$ cat config.mk
export PLATFORM = sky130hd
export DESIGN_NAME = spi_ram_bridge_flat
export DESIGN_NICKNAME = d
export VERILOG_FILES = /design/src/rtl/spi_ram_bridge_if.sv /design/src/rtl/spi_ram_bridge.sv /design/src/flat_wrapper.sv
export SDC_FILE = /design/constraint.sdc
export NUM_CORES = 2
export LEC_CHECK = 0
export BUFFER_PORTS_ARGS = -buffer_cell sky130_fd_sc_hd__buf_2
export CORE_ASPECT_RATIO = 0.8
export CORE_MARGIN = 2
export CORE_UTILIZATION = 50
export CTS_BUF_LIST = sky130_fd_sc_hd__clkbuf_4
export CTS_CLUSTER_SIZE = 8
export DETAILED_ROUTE_END_ITERATION = 16
export PLACE_DENSITY = 0.71
export SLEW_MARGIN = 20
export SYNTH_ARGS = -nofsm -noshare
export SYNTH_HDL_FRONTEND = slang
export SYNTH_SLANG_ARGS = --single-unit
$ cat constraint.sdc
create_clock -name clk -period 7.55 [get_ports clk]
set_input_delay 0.755 -clock clk [delete_from_list [all_inputs] [get_ports clk]]
set_output_delay 0.755 -clock clk [all_outputs]
set_load 0.05 [all_outputs]
$ cat src/rtl/spi_ram_bridge_if.sv
// SPI pin bundle for spi_ram_bridge: the external master drives SS_n and MOSI,
// and the bridge drives MISO.
interface spi_ram_bridge_if;
  logic SS_n;
  logic MOSI;
  logic MISO;

  modport master (output SS_n, output MOSI, input MISO);
  modport slave  (input SS_n, input MOSI, output MISO);
endinterface

$ cat src/rtl/spi_ram_bridge.sv
// spi_ram_bridge: SPI-slave command engine in front of a single-port RAM with separate
// auto-incrementing write/read pointers. Define SPI_RAM_BURST_EN for multi-word streaming.
module spi_ram_bridge #(
  parameter int MEMDEPTH = 256,
  parameter int DATA_W   = 8,
  parameter int ADDR_W   = 8
) (
  input  logic            clk,
  input  logic            rst,
  spi_ram_bridge_if.slave spi
);

  localparam int PTR_W = (MEMDEPTH > 1) ? $clog2(MEMDEPTH) : 1;
  localparam int IN_W  = (ADDR_W > DATA_W) ? ADDR_W : DATA_W;
  localparam int CNT_W = $clog2(IN_W + 1);

  localparam logic [ADDR_W:0]    ADDR_LIMIT = (ADDR_W + 1)'(MEMDEPTH);
  localparam logic [PTR_W-1:0]   PTR_LAST   = PTR_W'(MEMDEPTH - 1);
  localparam logic [CNT_W-1:0]   ADDR_LAST  = CNT_W'(ADDR_W - 1);
  localparam logic [CNT_W-1:0]   DATA_LAST  = CNT_W'(DATA_W - 1);
  localparam logic [CNT_W-1:0]   DATA_END   = CNT_W'(DATA_W);

  typedef enum logic [2:0] {
    IDLE, CMD, LD_WADDR, LD_RADDR, WR_DATA, RD_TURN, RD_DATA, HOLD
  } state_t;

  typedef enum logic [1:0] {
    CMD_WR_ADDR = 2'b00,
    CMD_WR_DATA = 2'b01,
    CMD_RD_ADDR = 2'b10,
    CMD_RD_DATA = 2'b11
  } cmd_t;

  state_t            state_q, state_d;
  logic [CNT_W-1:0]  cnt_q, cnt_d;
  logic [IN_W-2:0]   sh_q;
  logic [IN_W-1:0]   sh_next;
  logic              cmd_hi_q;
  logic              armed_q;
  logic [PTR_W-1:0]  wptr_q, rptr_q, wptr_inc, rptr_inc;
  logic [DATA_W-1:0] rd_sh_q;
  logic              miso_q, miso_d;
  logic [ADDR_W-1:0] addr_val;
  logic              addr_ok;
  logic [PTR_W-1:0]  ram_addr;
  logic [DATA_W-1:0] mem [MEMDEPTH];

  logic cmd_load, shift_en, waddr_done, raddr_done, wr_done;
  logic rd_fetch, rd_shift, rd_word_done, rd_reload;

  assign sh_next  = {sh_q, spi.MOSI};
  assign addr_val = sh_next[ADDR_W-1:0];
  assign addr_ok  = {1'b0, addr_val} < ADDR_LIMIT;
  assign wptr_inc = (wptr_q == PTR_LAST) ? '0 : wptr_q + PTR_W'(1);
  assign rptr_inc = (rptr_q == PTR_LAST) ? '0 : rptr_q + PTR_W'(1);
  assign spi.MISO = miso_q;

  always_ff @(posedge clk) begin
    if (rst) state_q <= IDLE;
    else     state_q <= state_d;
  end

  // NOTE: every signal gets a default before the case so no path can infer a latch.
  always_comb begin
    state_d      = state_q;
    cnt_d        = cnt_q;
    miso_d       = 1'b0;
    cmd_load     = 1'b0;
    shift_en     = 1'b0;
    waddr_done   = 1'b0;
    raddr_done   = 1'b0;
    wr_done      = 1'b0;
    rd_fetch     = 1'b0;
    rd_shift     = 1'b0;
    rd_word_done = 1'b0;
    rd_reload    = 1'b0;
    if (spi.SS_n) begin
      state_d = IDLE;
      cnt_d   = '0;
    end else begin
      unique case (state_q)
        IDLE: begin
          if (armed_q) begin
            state_d  = CMD;
            cmd_load = 1'b1;
          end
        end
        CMD: begin
          cnt_d = '0;
          unique case (cmd_t'({cmd_hi_q, spi.MOSI}))
            CMD_WR_ADDR: state_d = LD_WADDR;
            CMD_WR_DATA: state_d = WR_DATA;
            CMD_RD_ADDR: state_d = LD_RADDR;
            CMD_RD_DATA: state_d = RD_TURN;
          endcase
        end
        LD_WADDR, LD_RADDR: begin
          shift_en = 1'b1;
          if (cnt_q == ADDR_LAST) begin
            waddr_done = (state_q == LD_WADDR);
            raddr_done = (state_q == LD_RADDR);
            state_d    = HOLD;
          end else begin
            cnt_d = cnt_q + CNT_W'(1);
          end
        end
        WR_DATA: begin
          shift_en = 1'b1;
          if (cnt_q == DATA_LAST) begin
            wr_done = 1'b1;
            cnt_d   = '0;
`ifdef SPI_RAM_BURST_EN
            state_d = WR_DATA;
`else
            state_d = HOLD;
`endif
          end else begin
            cnt_d = cnt_q + CNT_W'(1);
          end
        end
        RD_TURN: begin
          rd_fetch = 1'b1;
          state_d  = RD_DATA;
          cnt_d    = '0;
        end
        RD_DATA: begin
          // Count runs one past the last bit so MISO drops to 0 before HOLD.
          if (cnt_q != DATA_END) begin
            rd_shift = 1'b1;
            miso_d   = rd_sh_q[DATA_W-1];
            cnt_d    = cnt_q + CNT_W'(1);
            if (cnt_q == DATA_LAST) begin
              rd_word_done = 1'b1;
`ifdef SPI_RAM_BURST_EN
              rd_reload = 1'b1;
              cnt_d     = '0;
`endif
            end
          end else begin
            state_d = HOLD;
          end
        end
        HOLD: state_d = HOLD;
        default: state_d = IDLE;
      endcase
    end
  end

  // Single RAM address bus: write pointer while writing, read pointer (or its successor
  // when prefetching the next burst word) otherwise.
  always_comb begin
    ram_addr = rptr_q;
    if (wr_done) ram_addr = wptr_q;
`ifdef SPI_RAM_BURST_EN
    else if (rd_reload) ram_addr = rptr_inc;
`endif
  end

  // NOTE: the RAM array has no reset so it maps onto plain RAM macros; its contents survive rst.
  always_ff @(posedge clk) begin
    if (!rst && wr_done) mem[ram_addr] <= sh_next[DATA_W-1:0];
  end

  always_ff @(posedge clk) begin
    if (rst) begin
      cnt_q    <= '0;
      sh_q     <= '0;
      cmd_hi_q <= 1'b0;
      armed_q  <= 1'b0;
      wptr_q   <= '0;
      rptr_q   <= '0;
      rd_sh_q  <= '0;
      miso_q   <= 1'b0;
    end else begin
      cnt_q  <= cnt_d;
      miso_q <= miso_d;
      // A frame is only accepted once SS_n has been seen high since reset.
      if (spi.SS_n) armed_q <= 1'b1;
      if (cmd_load) cmd_hi_q <= spi.MOSI;
      if (spi.SS_n)     sh_q <= '0;
      else if (shift_en) sh_q <= sh_next[IN_W-2:0];
      if (waddr_done && addr_ok) wptr_q <= addr_val[PTR_W-1:0];
      else if (wr_done)          wptr_q <= wptr_inc;
      if (raddr_done && addr_ok) rptr_q <= addr_val[PTR_W-1:0];
      else if (rd_word_done)     rptr_q <= rptr_inc;
      if (rd_fetch || rd_reload) rd_sh_q <= mem[ram_addr];
      else if (rd_shift)         rd_sh_q <= {rd_sh_q[DATA_W-2:0], 1'b0};
    end
  end

endmodule

$ cat src/flat_wrapper.sv
// flat-port wrapper written by rule: the top's interface ports become plain ports
module spi_ram_bridge_flat 
#(
  parameter int MEMDEPTH = 256,
  parameter int DATA_W   = 8,
  parameter int ADDR_W   = 8
)
  (clk, rst, spi_SS_n, spi_MOSI, spi_MISO);
  spi_ram_bridge_if spi_i ();
  input  logic clk;
  input  logic rst;
  input wire logic [$bits(spi_i.SS_n)-1:0] spi_SS_n;
  input wire logic [$bits(spi_i.MOSI)-1:0] spi_MOSI;
  output wire logic [$bits(spi_i.MISO)-1:0] spi_MISO;
  assign spi_i.SS_n = spi_SS_n;
  assign spi_i.MOSI = spi_MOSI;
  assign spi_MISO = spi_i.MISO;
  spi_ram_bridge #(.MEMDEPTH(MEMDEPTH), .DATA_W(DATA_W), .ADDR_W(ADDR_W)) u_core (.clk(clk), .rst(rst), .spi(spi_i));
endmodule
Word-level counts from Yosys, hierarchy flattened
Memories as Yosys holds them, arrays and structs flattened.
Cells that the tools add are included.
Operators by class
  add/sub/neg operators: 3
  multipliers: 0
  divide/modulo/power cells: 0
  magnitude comparators: 0
  equal/unequal tests: 19
  shift operators: 0
  muxes and demuxes: 42
  bitwise gates (word level): 2
  reduce and logical (&&, ||, !) cells: 15
Operators with widths (count)
  $mux 8: 9
  $mux 1: 24
  $pmux 3 s6: 1
  $add 8x1->8 const B: 2
  $eq 8x8->1 const B: 2
  $pmux 4 s4: 1
  $eq 3x3->1 const B: 4
  $mux 4: 3
  $pmux 3 s4: 1
  $mux 3: 3
  $eq 3x2->1 const B: 2
  $ne 2x1->1 const B: 3
  $reduce_and 3->1: 2
  $reduce_bool 2->1: 3
  $reduce_or 2->1: 3
  $add 4x1->4 const B: 1
  $eq 2x2->1 const B: 2
  $eq 4x3->1 const B: 1
  $ne 2x2->1 const B: 2
  $ne 4x4->1 const B: 1
  $reduce_bool 4->1: 1
  $reduce_or 4->1: 1
  $eq 3x1->1 const B: 1
  $logic_not 3->1: 1
  6 further kinds: 7
Storage, ports and cells
  register bits: 41
  bits in latches: 0
  RAM bits: 2048
  ROM bits: 0
  input bits: 4
  output and inout port bits: 1
  logic and storage cells: 91
  memories kept: 1
Memories
  u_core.mem: depth 256, width 8, rd ports 1, clocked after Yosys merged registers in 0, wr ports 1, RTL line spi_ram_bridge.sv:46  | logic [DATA_W-1:0] mem [MEMDEPTH];

Depth between registers and ports, before layout
  word-level depth: 7
  mapped depth: 14
  mapped depth without buffers: 10

Least setup slack after synthesis
Ideal clock, no wire load.
  kind: register to register
  start: register u_core.sh_q[0]
  end: memory u_core.mem[0][1] (data pin)
  setup time: 865 ps
  arrival: 3444 ps
  required time: 6685 ps
  slack: 3241 ps
  cell stages (with the launch flop): 1
  buffers on the path: 0
  clock period less this slack: 4309 ps
  cell sequence: dfxtp_1
RTL lines
  start, declared: RTL line spi_ram_bridge.sv:36  | logic [IN_W-2:0] sh_q;
  start signal, assigned: RTL line spi_ram_bridge.sv:181  | else if (shift_en) sh_q <= sh_next[IN_W-2:0];
  end, declared: RTL line spi_ram_bridge.sv:46
No word-level cell before the write port.

Worst setup path in the final report
  start: register u_core.cnt_q[1]
  end: register u_core.rd_sh_q[3]
Between the ends
  longest elaborated chain between the ends: 7
  elaborated cells between the ends (all ways): 12
  classes of those cells: eq/ne (2); mux (8); reduce/logical (1); memory (1)
Ends and longest elaborated chain
  start, declared: RTL line spi_ram_bridge.sv:35  | logic [CNT_W-1:0] cnt_q, cnt_d;
  start signal, assigned: RTL line spi_ram_bridge.sv:175  | cnt_q <= cnt_d;
  $eq 4x3->1: RTL line spi_ram_bridge.sv:109  | if (cnt_q == DATA_LAST) begin
  $mux 1: RTL line spi_ram_bridge.sv:109
  $mux 1: RTL line spi_ram_bridge.sv:81  | unique case (state_q)
  $mux 1: RTL line spi_ram_bridge.sv:77  | if (spi.SS_n) begin
  $mux 8: RTL line spi_ram_bridge.sv:153  | if (wr_done) ram_addr = wptr_q;
  $mem_v2 256x8
  $mux 8: RTL line spi_ram_bridge.sv:186  | if (rd_fetch || rd_reload) rd_sh_q <= mem[ram_addr];
  end signal, assigned: RTL line spi_ram_bridge.sv:186
  end signal, assigned: RTL line spi_ram_bridge.sv:187  | else if (rd_shift) rd_sh_q <= {rd_sh_q[DATA_W-2:0], 1'b0};
  end, declared: RTL line spi_ram_bridge.sv:41  | logic [DATA_W-1:0] rd_sh_q;
Parallel ways exist; a longest one is shown, timed or not.
A chain may end at the register's enable or synchronous reset.

==> metrics.txt <==
# TYPE chip_impl_metric gauge
chip_impl_info{name="outcome",value="complete, no violations"} 1
chip_impl_metric{name="crit_required",unit="ns"} 8.87
chip_impl_metric{name="finalClockSkew",unit="ns"} 0.129
chip_impl_info{name="cts-root-buf",value="sky130_fd_sc_hd__clkbuf_4"} 1
chip_impl_metric{name="placedInstanceArea",unit="sq mm"} 0.0871
chip_impl_metric{name="min_period_over_period",unit="%"} 75.9
chip_impl_metric{name="last_weighted_congestion_value_of_the_routability_driven_placer",unit=""} 0.926
chip_impl_metric{name="worst-path-max-fanout",unit=""} 108
chip_impl_metric{name="synth_async_sr_flop_share",unit="%"} 0
chip_impl_metric{name="layout.cell_area.non_filler",unit="sq mm"} 0.0932
chip_impl_metric{name="critPathMaxStageDelay",unit="ns"} 0.95
chip_impl_info{name="worst_path_max_delay_cell",value="sky130_fd_sc_hd__nor4_1"} 1
chip_impl_metric{name="drt_wl_total",unit="um"} 255000
chip_impl_info{name="cp_cell_sequence",value="ha_1, nand4bb_1, o21ai_4, buf_12, a21boi_0, o41ai_1, a41oi_1, nor4_1, o221ai_1, o221ai_1, nand2_1"} 1
chip_impl_metric{name="critPathArrivalTime",unit="ns"} 7.05
chip_impl_metric{name="num_vias",unit=""} 56300
chip_impl_metric{name="floorplan.initialDensity",unit="%"} 50.5
chip_impl_info{name="synth_area_leaders",value="sky130_fd_sc_hd__edfxtp_1, sky130_fd_sc_hd__a21boi_0, sky130_fd_sc_hd__o41ai_1"} 1
chip_impl_info{name="yosys-top-cells-count",value="sky130_fd_sc_hd__edfxtp_1, sky130_fd_sc_hd__a21boi_0, sky130_fd_sc_hd__o21ai_0"} 1
chip_impl_metric{name="proportion_of_layout_cells_with_a_drive_suffix_above_1",unit="%"} 16.6
chip_impl_metric{name="number_of_antenna_violations_at_the_first_check_in_global_routing",unit=""} 10
chip_impl_metric{name="yosys_warnings",unit=""} 0
chip_impl_metric{name="ys_types",unit=""} 64
chip_impl_metric{name="io_buffers",unit=""} 4
chip_impl_info{name="setup_repair_after_global_routing_missed_its_margin",value="false"} 1
chip_impl_metric{name="floorplan.rows",unit=""} 134
chip_impl_metric{name="cell_total_after_placement",unit=""} 7485
chip_impl_metric{name="worst_ir_drop_vdd",unit="mV"} 0.160
chip_impl_info{name="cts_tree",value="yes"} 1
chip_impl_metric{name="max_freq",unit="MHz"} 174
chip_impl_metric{name="synth_fp_nets",unit=""} 5562
chip_impl_metric{name="count_of_filler_cells_inserted_in_the_layout",unit=""} 13300
chip_impl_info{name="timing_worst_setup_path_type",value="reg -> reg"} 1
chip_impl_metric{name="grt_max_degree",unit=""} 189
chip_impl_metric{name="routed_via_density",unit=""} 6.75
chip_impl_metric{name="synth-edff-count",unit=""} 2048
chip_impl_metric{name="setup_total_negative_slack",unit="ns"} 0
chip_impl_metric{name="synth_seq_area_share",unit="%"} 73.8
chip_impl_info{name="synthFlopType",value="sky130_fd_sc_hd__edfxtp_1"} 1
chip_impl_metric{name="max_slew.worst_pin.slew",unit="ns"} 1.34
chip_impl_metric{name="final-setup-viol-count",unit=""} 0
chip_impl_metric{name="gr-usage-all-layers",unit="%"} 29.0
chip_impl_metric{name="finalNetCount",unit=""} 5741
chip_impl_metric{name="dieWidth",unit="um"} 464
chip_impl_metric{name="timing.max_slew.rel_slack",unit="%"} 9.33
chip_impl_info{name="critPathMostFrequentCell",value="sky130_fd_sc_hd__o221ai_1"} 1
chip_impl_metric{name="cts_setup_buffers",unit=""} 0
chip_impl_metric{name="postSynthCellCount",unit=""} 5554
chip_impl_metric{name="post-synth-top-area-fraction",unit="%"} 72.8
chip_impl_metric{name="yosys_register_bits",unit=""} 2089
chip_impl_metric{name="full_die_area",unit="sq mm"} 0.172
chip_impl_metric{name="tritoncts_num_sinks",unit=""} 2089
chip_impl_metric{name="core_area",unit="sq mm"} 0.167
chip_impl_info{name="synth_area_leader_cell",value="sky130_fd_sc_hd__edfxtp_1"} 1
chip_impl_metric{name="leakage_dissipation",unit="nW"} 28.4
chip_impl_metric{name="cts_max_level",unit=""} 5
chip_impl_info{name="timing.hold.worst.class",value="in -> reg"} 1
chip_impl_metric{name="first_pass_grt_wire_length",unit="um"} 369000
chip_impl_metric{name="timing_hold_violations_final",unit=""} 0
chip_impl_metric{name="syn-cell-area",unit="sq mm"} 0.0845
chip_impl_metric{name="cts.path.max_buffers",unit=""} 4
chip_impl_metric{name="cts.clk_slew.worst_paths",unit="ns"} 0.08
chip_impl_metric{name="io_pins",unit=""} 5
chip_impl_metric{name="place_hpwl",unit="um"} 140000
chip_impl_metric{name="syn_to_final_growth",unit="%"} 10.3
chip_impl_metric{name="finalWorstPathRequiredPeriod",unit="ns"} 5.73
chip_impl_metric{name="syn-mean-instance-area",unit="sq um"} 15.2
chip_impl_metric{name="wl_per_cell",unit="um"} 30.5
chip_impl_metric{name="grt_overflow",unit=""} 0
chip_impl_metric{name="timing.final.max_slew_violations",unit=""} 0
chip_impl_metric{name="total_clock_buffers_created_by_cts",unit=""} 486
chip_impl_metric{name="die-height",unit="um"} 372
chip_impl_metric{name="initialDrtViolationCount",unit=""} 9468
chip_impl_metric{name="drcViolationCount",unit=""} 0
chip_impl_info{name="element_type_at_the_critical_path_start",value="flop"} 1
chip_impl_metric{name="power.density_cell_area",unit="mW/mm^2"} 230
chip_impl_metric{name="detail_route.first_pass.iterations",unit=""} 8
chip_impl_metric{name="max_cap_viols",unit=""} 0
chip_impl_metric{name="clk-insertion-delay-late",unit="ns"} 1.44
chip_impl_info{name="timing.critical_path.to_type",value="flop"} 1
chip_impl_metric{name="first_global_vias",unit=""} 54100
chip_impl_metric{name="final_instance_count_without_filler_cells",unit=""} 8337
chip_impl_info{name="yosysMostFrequentCell",value="sky130_fd_sc_hd__edfxtp_1"} 1
chip_impl_metric{name="route.antenna.remaining_nets",unit=""} 0
-- metal layers --
| metal | wire length, um | share of wire (%) | GRT usage [%] |
|---|---|---|---|
| met4 | 9620 | 3.8 | 11.1 |
| met5 | 20 | 0.0079 | 0 |
| met1 | 95900 | 38 | 40.6 |
| met2 | 109000 | 43 | 41.6 |
| met3 | 40200 | 16 | 10.4 |
-- flip-flops by register name, indices dropped and copies added (netlist names) --
signal and cells:
u_core.rd_sh_q 8, u_core.armed_q 1, u_core.state_q 3, u_core.cnt_q 4, u_core.spi.MISO 1, u_core.cmd_hi_q 1, u_core.sh_q 7, u_core.rptr_q 8
u_core.wptr_q 8, u_core.mem 2048
-- cells in the final DEF, fill, tap and decap left out, drive strengths merged, types with 5 or more instances in the layout --
master     n
edfxtp  2048
a21boi  1027
clkbuf   719
o21ai    368
o41ai    295
nor2     266
a22oi    243
buf      183
a21oi    169
a41oi    148
o22ai    124
clkinv   107
nand2     77
nor3      66
dfxtp     41
nor4      29
inv       17
nand3     16
mux2i     15
diode     12
nand2b    11
o221ai    10
nand4     10
a31oi     10
and3       7
nor2b      6
a221oi     5
mux2       5
-- kinds of logic after synthesis --
group / Yosys count / share of synthesized area, %
adders and majority gates: 4 / 0.0593
muxes: 20 / 0.244
buffers and inverters: 507 / 2.66
and+or+nand+nor: 506 / 2.67
DFF: 2089 / 73.8
AOI/OAI and AO/OA: 2425 / 20.6
xor gates and xnor gates: 3 / 0.0311
-- power by group --
group | switching [W] | total [W] | internal (W)
sequential | 0.00000271 | 0.0125 | 0.0125
clock | 0.00441 | 0.00882 | 0.00441
combinational | 0.0000364 | 0.0000440 | 0.00000758
-- critical path: cells and delay by family, from the launching register on --
kind / cells / cell delay (ns)
adder cells (fa/ha/maj): 1 / 0.24
AO/OA/AOI/OAI: 6 / 2.79
flip-flops: 1 / 0.37
AND/OR/NAND/NOR: 3 / 1.66
buffers and inverters: 1 / 0.38
-- timing repair --
action,in CTS,in global routing
resized for setup,0,0
hold buffers,4,0
hold endpoints to repair,132,0
setup endpoints to repair,0,0
-- worst paths after layout --
kind                     startpoint                end  slack, ns  cells after the start
setup / recovery    u_core.cnt_q[1]  u_core.rd_sh_q[3]       1.82                     11
setup reg to reg    u_core.cnt_q[1]  u_core.rd_sh_q[3]       1.82                     11
hold reg to reg   u_core.rd_sh_q[4]  u_core.rd_sh_q[4]       0.45                      2
hold / removal                  rst   u_core.rptr_q[5]       0.43                      3
-- layout make-up --
class,instances,area [sq um],share of cell area (%)
sequential,2089,62300,66.9
multi-input combinational,2958,20300,21.8
clock buffer,718,5390,5.79
tap,2244,2810,3.01
timing repair buffer,188,1680,1.81
clock inverter,118,536,0.575
inverter,10,37.5,0.0403
antenna,12,30.0,0.0322
-- per-stage QoR --
| stage | utilization [%] | setup slack (ns) | power (W) | hold slack [ns] |
|---|---|---|---|---|
| after floorplan | - | 3.24 | 0.0128 | 0.407 |
| after global placement | 52.0 | 1.79 | 0.0128 | 0.440 |
| after detailed placement | 52.1 | 1.75 | 0.0128 | 0.442 |
| after CTS | 55.6 | 2.11 | 0.0214 | 0.318 |
| after global routing | 55.7 | 1.68 | 0.0221 | 0.382 |
| final | 55.7 | 1.82 | 0.0214 | 0.433 |
Power figures use the tool's default switching activity.
